$ cat src/rtl/memory_arbiter.sv
// memory_arbiter: shares one single-ported memory between an instruction
// fetch port and a load/store port. One transaction is in flight at a time.
// A data request wins a collision unless the fetch side has already lost
// STARVE_LIMIT grants in a row. A flush discards the fetch response in flight.
module memory_arbiter #(
  parameter int STARVE_LIMIT = 4
) (
  input  logic        clock,
  input  logic        reset,
  input  logic        flush,
  // fetch port
  input  logic        instructionRequest,
  input  logic [31:0] instructionAddress,
  output logic [31:0] instructionData,
  output logic        instructionDataValid,
  // load/store port
  input  logic        dataRequest,
  input  logic        dataWrite,
  input  logic [31:0] dataAddress,
  input  logic [31:0] storeData,
  input  logic [3:0]  byteEnable,
  output logic [31:0] loadData,
  output logic        loadDataValid,
  output logic        storeComplete,
  // memory side
  output logic        memRequest,
  output logic        memWrite,
  output logic [31:0] memAddress,
  output logic [31:0] memStoreData,
  output logic [3:0]  memByteEnable,
  input  logic        memReady,
  input  logic        memResponseValid,
  input  logic [31:0] memResponseData,
  // status
  output logic        busy
);

  localparam int COUNT_WIDTH = (STARVE_LIMIT < 1) ? 1 : $clog2(STARVE_LIMIT + 1);
  localparam logic [COUNT_WIDTH-1:0] STARVE_MAX = COUNT_WIDTH'(STARVE_LIMIT);

  typedef enum logic [1:0] {
    IDLE    = 2'd0,
    ISSUE   = 2'd1,
    WAIT    = 2'd2,
    RESPOND = 2'd3
  } stateType;

  typedef enum logic {
    OWNER_INSTRUCTION = 1'b0,
    OWNER_DATA        = 1'b1
  } ownerType;

  stateType               state;
  stateType               nextState;
  ownerType               owner;
  logic                   grantData;
  logic                   grantInstruction;
  logic                   requestWrite;
  logic [31:0]            requestAddress;
  logic [31:0]            requestStoreData;
  logic [3:0]             requestByteEnable;
  logic [COUNT_WIDTH-1:0] starveCount;
  logic                   discard;

  // The memory side only ever sees the latched copy of the granted request,
  // so requester-side changes cannot disturb a transaction in progress.
  assign memWrite      = requestWrite;
  assign memAddress    = requestAddress;
  assign memStoreData  = requestStoreData;
  assign memByteEnable = requestByteEnable;

  // State register: returns to IDLE immediately on reset.
  always_ff @(posedge clock or posedge reset) begin
    // NOTE: sequential state uses non-blocking assignments so every register
    // updates from pre-edge values regardless of block evaluation order.
    if (reset) state <= IDLE;
    else       state <= nextState;
  end

  // Next-state and grant selection; requests are only looked at in IDLE.
  always_comb begin
    // NOTE: every signal assigned here gets a default first, so no path can
    // leave one unassigned and infer a latch.
    nextState        = state;
    grantData        = 1'b0;
    grantInstruction = 1'b0;
    case (state)
      IDLE: begin
        if (dataRequest && !(instructionRequest && (starveCount == STARVE_MAX))) begin
          grantData = 1'b1;
        end else if (instructionRequest) begin
          grantInstruction = 1'b1;
        end
        if (grantData || grantInstruction) nextState = ISSUE;
      end
      ISSUE:   if (memReady)         nextState = WAIT;
      WAIT:    if (memResponseValid) nextState = RESPOND;
      RESPOND: nextState = IDLE;
      default: nextState = IDLE;
    endcase
  end

  // Output decode: request strobe, busy flag and one-cycle response pulses.
  always_comb begin
    memRequest           = (state == ISSUE);
    busy                 = (state != IDLE);
    instructionDataValid = 1'b0;
    loadDataValid        = 1'b0;
    storeComplete        = 1'b0;
    if (state == RESPOND) begin
      if (owner == OWNER_INSTRUCTION) begin
        // A flush in this very cycle also kills the fetch response.
        instructionDataValid = !discard && !flush;
      end else if (requestWrite) begin
        storeComplete = 1'b1;
      end else begin
        loadDataValid = 1'b1;
      end
    end
  end

  // Request latch, starvation counter, discard flag and response capture.
  always_ff @(posedge clock or posedge reset) begin
    if (reset) begin
      owner             <= OWNER_INSTRUCTION;
      requestWrite      <= 1'b0;
      requestAddress    <= '0;
      requestStoreData  <= '0;
      requestByteEnable <= '0;
      starveCount       <= '0;
      discard           <= 1'b0;
      loadData          <= '0;
      instructionData   <= '0;
    end else begin
      if (grantData) begin
        owner             <= OWNER_DATA;
        requestWrite      <= dataWrite;
        requestAddress    <= dataAddress;
        requestStoreData  <= storeData;
        requestByteEnable <= byteEnable;
      end else if (grantInstruction) begin
        owner             <= OWNER_INSTRUCTION;
        requestWrite      <= 1'b0;
        requestAddress    <= instructionAddress;
        requestStoreData  <= '0;
        requestByteEnable <= 4'hF;
      end

      // Counts data wins over a waiting fetch; any IDLE cycle without a
      // pending fetch, or a fetch grant, starts the count over.
      if (state == IDLE) begin
        if (grantInstruction || !instructionRequest) begin
          starveCount <= '0;
        end else if (grantData && (starveCount != STARVE_MAX)) begin
          starveCount <= starveCount + COUNT_WIDTH'(1);
        end
      end

      // The memory transaction itself cannot be cancelled, so a flush only
      // marks the fetch result as unwanted.
      if (state == IDLE) begin
        discard <= 1'b0;
      end else if (((state == ISSUE) || (state == WAIT)) && flush &&
                   (owner == OWNER_INSTRUCTION)) begin
        discard <= 1'b1;
      end

      // Capture on the edge into RESPOND so the data is valid with the pulse.
      if ((state == WAIT) && memResponseValid) begin
        if (owner == OWNER_INSTRUCTION) begin
          instructionData <= memResponseData;
        end else if (!requestWrite) begin
          loadData <= memResponseData;
        end
      end
    end
  end

endmodule

$ cat config.mk
export PLATFORM = sky130hd
export DESIGN_NAME = memory_arbiter
export DESIGN_NICKNAME = d
export VERILOG_FILES = /design/src/rtl/memory_arbiter.sv
export SDC_FILE = /design/constraint.sdc
export NUM_CORES = 1
export LEC_CHECK = 0
export BUFFER_PORTS_ARGS = -buffer_cell sky130_fd_sc_hd__buf_4
export CAP_MARGIN = 20
export CORE_UTILIZATION = 47
export CTS_BUF_LIST = sky130_fd_sc_hd__clkbuf_4 sky130_fd_sc_hd__clkbuf_8 sky130_fd_sc_hd__clkbuf_16
export DETAILED_ROUTE_END_ITERATION = 10
export PLACE_DENSITY_LB_ADDON = 0.12
export SETUP_SLACK_MARGIN = 0.2
export SLEW_MARGIN = 25
export SYNTH_ARGS = -nofsm -noshare
export SYNTH_HDL_FRONTEND = slang
export SYNTH_SLANG_ARGS = --single-unit
$ cat constraint.sdc
create_clock -name clock -period 6.6 [get_ports clock]
set_clock_uncertainty 0.15 [all_clocks]
set_input_delay 1.32 -clock clock [delete_from_list [all_inputs] [get_ports clock]]
set_output_delay 1.32 -clock clock [all_outputs]
set_load 0.005 [all_outputs]
======== Word level (Yosys, flattened, before mapping) ========
Index checks and enable logic that the tools add are counted.
word-level totals
  register bits after elaboration ......... 140
  output and inout bits ................... 138
  word-level logic and storage cells ...... 76
cells by class
  add/subtract/negate cells ............... 1
  equality and inequality tests ........... 8
  mux-type cells .......................... 32
  bitwise operators ....................... 2
  reduce and logical (&&, ||, !) cells .... 23
operators with widths
  cell                   count
  $mux W32               4
  $mux W1                20
  $mux W4                2
  $pmux W2 S4            1
  $reduce_bool A2 Y1     4
  $logic_and A1 B1 Y1    7
  $mux W2                3
  $mux W3                2
  $reduce_and A3 Y1      2
  $eq A2 B2 Y1 const B   2
  $logic_not A1 Y1       4
  $ne A2 B2 Y1 const B   2
  $reduce_and A2 Y1      2
  $add A3 B1 Y3 const B  1
  $eq A3 B3 Y1 const B   1
  $logic_or A1 B1 Y1     3
  $ne A3 B3 Y1 const B   1
  $eq A2 B1 Y1 const B   1
  $logic_not A2 Y1       1
  $ne A2 B1 Y1 const B   1
  $not A1 Y1             2

======== Logic depth before layout (Yosys ltp) ========
  depth in word-level cells ............... 10
  depth in mapped cells ................... 8
  mapped depth without buffers ............ 5

======== Worst setup path after synthesis ========
No wires, ideal clock.
  path kind ............................... input-to-output
  start ................................... in flush
  end ..................................... out instructionDataValid
  data arrival time ....................... 1.656 ns
  data required time ...................... 5.130 ns
  slack ................................... 3.474 ns
  cell stages on the path ................. 1
  path buffers ............................ 0
  cell sequence ........................... nor4b_1
on the way
  longest elaborated chain between the ends .. 4
ends and longest elaborated chain
  what                 line  text
  start, declared      10    input logic flush,
  $logic_not A1 Y1     113   instructionDataValid = !discard && !flush;
  $logic_and A1 B1 Y1  113
  $mux W1              111   if (owner == OWNER_INSTRUCTION) begin
  $mux W1              110   if (state == RESPOND) begin
  end, declared        15    output logic instructionDataValid,
No other way between the ends.

======== Final worst setup path ========
Ends and elaborated chain as after synthesis.

==> flow_summary.json <==
{
  "period_needed_ps": 3540,
  "io_buffers": 277,
  "post-place-ws_ps": 3080,
  "synth_cell_types": 30,
  "p_sw_frac": 0.303,
  "p_int_uw": 2930,
  "post_cts_buffers": 0,
  "cts_tree": "yes",
  "die_area_sq_um": 13000,
  "drt-total-wl_mm": 15.2,
  "grt_max_degree": 82,
  "hpwl_mm": 10.7,
  "drv_slew": 0,
  "fin_crit_sh": 0.536,
  "crit_chain": "buf_4 > nor4b_1 > buf_4",
  "drtIter0Drc": 241,
  "drc_errors": 0,
  "critPathArrivalTime_ps": 2070,
  "endpoint": "instructionDataValid",
  "start_kind": "primary input",
  "fin_hold_ws_ps": 338,
  "fin_setup_tns_ps": 0,
  "synth-edff-count": 0,
  "critPathMaxStageDelay_ps": 430,
  "crit_fanout": 2,
  "syn_inst": 447,
  "initial_core_util": 0.486,
  "io_pins": 278,
  "ant_nets": 0,
  "max-vdd-ir-drop_mv": 0.249,
  "vias": 4630,
  "clkTransAtPathRegs_ps": 50,
  "r2r-end": "memByteEnable[1]$_DFFE_PP0P_",
  "power.total_uw": 4200,
  "r2r_slack_ps": 3620,
  "seqPwrFrac": 0.367,
  "clk_path_buf_depth": 2,
  "yosysSeqAreaShare": 0.595,
  "setup_viol": 0,
  "die_w_um": 114,
  "grt_util_all_layers": 0.240,
  "setup.worst_path.start": "flush",
  "syn_nets": 594,
  "hold_buffers": 0,
  "power_switching_uw": 1270,
  "tightest_slew_ps": 1040,
  "overflow": 0,
  "place.gp.congestion": 0.772,
  "cp.required_ps": 5130,
  "row_count": 40,
  "status": "completed",
  "syn_area_sq_um": 5890,
  "ys_dominant_reg_cell": "dfrtp_1",
  "slowest_stage": "nor4b_1",
  "fin_util": 0.718,
  "core_area_sq_um": 12100,
  "numCtsBuffers": 17,
  "maxCapViolCount": 0,
  "n_antenna_cell": 0,
  "p_leak_uw": 0.00443,
  "powerDensity_nw_per_um2": 483,
  "ys_warn_count": 0,
  "yosys.area.top_type": "dfrtp_1",
  "grt_first_pass_wirelength_mm": 23.9,
  "synth.avg_cell_area_sq_um": 13.2,
  "layout_setup_ws_ps": 3060,
  "cts_resized": 0,
  "reg2regPathDepth": 5,
  "comb_power_share": 0.403,
  "antenna_found_initial": 0,
  "viasPerCell": 5.16,
  "cp-end-kind": "output pin",
  "synth_top_area_frac": 0.595,
  "wl_per_cell_um": 16.9,
  "p_clk_frac": 0.230,
  "rsz0062_at_grt": "no",
  "drive_above_1_share": 0.567,
  "nets": 865,
  "hold_violations": 0,
  "timing.rr.start": "state[0]$_DFFE_PP0P_",
  "grt_pass1_vias": 4768,
  "area_growth_pct": 47.6,
  "root_buffer": "clkbuf_16",
  "clkLatencyLatePin_ps": 400,
  "async_flop_share": 1.00,
  "htreeDepth": 4,
  "ys_ff_latch": 140,
  "hp-class": "register to register",
  "die_h_um": 114,
  "cts_sinks": 140,
  "yosys-top-cells-area": "dfrtp_1 59%, mux2_2 12%, o211ai_2 6.2%",
  "crit_top_cell": "buf_4",
  "max-slew-margin-rel": 0.306,
  "max_freq_mhz": 283,
  "firstDrtPassIters": 4,
  "critical_path_class": "primary input to output pin"
}
[power groups by stage]
stage | Sequential, uW | Clock, uW | Combinational (uW)
3_5_place_dp | 1540 | 0 | 1710
5_1_grt | 1600 | 1030 | 1840
2_1_floorplan | 1550 | 0 | 782
6_report | 1540 | 968 | 1690
4_1_cts | 1540 | 989 | 1720
3_3_place_gp | 1530 | 0 | 1670
[Yosys cell counts, types with 2 or more instances]
| library cell | instances |
|---|---|
| dfrtp_1 | 140 |
| mux2_2 | 65 |
| inv_1 | 41 |
| nand2_1 | 36 |
| o211ai_1 | 35 |
| a22o_1 | 33 |
| o211ai_2 | 29 |
| buf_2 | 13 |
| clkbuf_1 | 12 |
| ha_1 | 7 |
| buf_6 | 4 |
| nor2_1 | 4 |
| o22a_1 | 4 |
| buf_1 | 3 |
| o21ai_0 | 3 |
| and3_1 | 2 |
| mux2i_1 | 2 |
| nand3_1 | 2 |
[critical path, delay by kind of cell]
family | cells | cell delay, ps
AND/OR/NAND/NOR | 1 | 430
buffers and inverters | 2 | 310
[sequential cells by signal, indices dropped and copies added, names as in the netlist]
| signal | flops |
|---|---|
| memAddress | 32 |
| owner | 1 |
| memStoreData | 32 |
| loadData | 32 |
| state | 2 |
| discard | 1 |
| starveCount | 3 |
| memWrite | 1 |
| instructionData | 32 |
| memByteEnable | 4 |
[how the worst min path moves through the flow]
stage | cells past startpoint | slack [ps] | to | startpoint
floorplan | 2 | 310 | discard$_DFFE_PP0P_ | discard$_DFFE_PP0P_
global placement | 1 | 320 | memByteEnable[3]$_DFFE_PP0P_ | memByteEnable[3]$_DFFE_PP0P_
detailed placement | 2 | 320 | memAddress[22]$_DFFE_PP0P_ | memAddress[22]$_DFFE_PP0P_
CTS | 1 | 340 | starveCount[2]$_DFFE_PP0P_ | starveCount[2]$_DFFE_PP0P_
global route | 1 | 350 | memByteEnable[2]$_DFFE_PP0P_ | memByteEnable[2]$_DFFE_PP0P_
finish | 1 | 340 | starveCount[2]$_DFFE_PP0P_ | starveCount[2]$_DFFE_PP0P_
[cells by family (layout without fill, tap and decap cells)]
group	after synthesis	after routing	synth area share
muxes	67	67	0.128
buffers and inverters	73	355	0.0544
DFF	140	140	0.595
AOI/OAI and AO/OA	109	109	0.170
adders and majority gates	7	7	0.0149
and+or+nand+nor	51	51	0.0382
[placed cells by master, fill, tap and decap left out, types with 2 or more instances in the layout]
| cell | netlist | layout |
|---|---|---|
| a22o_1 | 33 | 33 |
| and3_1 | 2 | 2 |
| buf_4 | 0 | 284 |
| bufinv_16 | 0 | 3 |
| clkbuf_16 | 0 | 17 |
| clkbuf_4 | 0 | 2 |
| clkbuf_8 | 0 | 4 |
| clkinv_2 | 0 | 3 |
| dfrtp_1 | 140 | 140 |
| ha_1 | 7 | 7 |
| inv_1 | 41 | 40 |
| mux2_2 | 65 | 65 |
| mux2i_1 | 2 | 2 |
| nand2_1 | 36 | 35 |
| nand3_1 | 2 | 2 |
| nor2_1 | 4 | 4 |
| o211ai_1 | 35 | 35 |
| o211ai_2 | 29 | 29 |
| o21ai_0 | 3 | 2 |
| o22a_1 | 4 | 4 |
[final cells by class]
class                      count  area [sq um]
sequential                   140          3500
timing repair buffer         284          2130
clock buffer                  23           495
clock inverter                 7           113
inverter                      41           159
fill                         887          3420
multi-input combinational    234          2080
tap                          168           210
[metal layers]
metal  vias to the layer above  track usage  part of all wire
met5                         -            0                 0
met4                         0        0.109             0.030
met3                        30       0.0701             0.068
met2                       185        0.398              0.50
met1                      2272        0.290              0.40
li1                       2143            -                 -
[metrics by stage]
step,instance area [sq um],cells
2_1_floorplan,5890,447
3_3_place_gp,8080,867
5_1_grt,8690,897
3_5_place_dp,8090,867
4_1_cts,8690,897
6_report,8690,897
No activity file was read; power rests on OpenSTA's default activity.
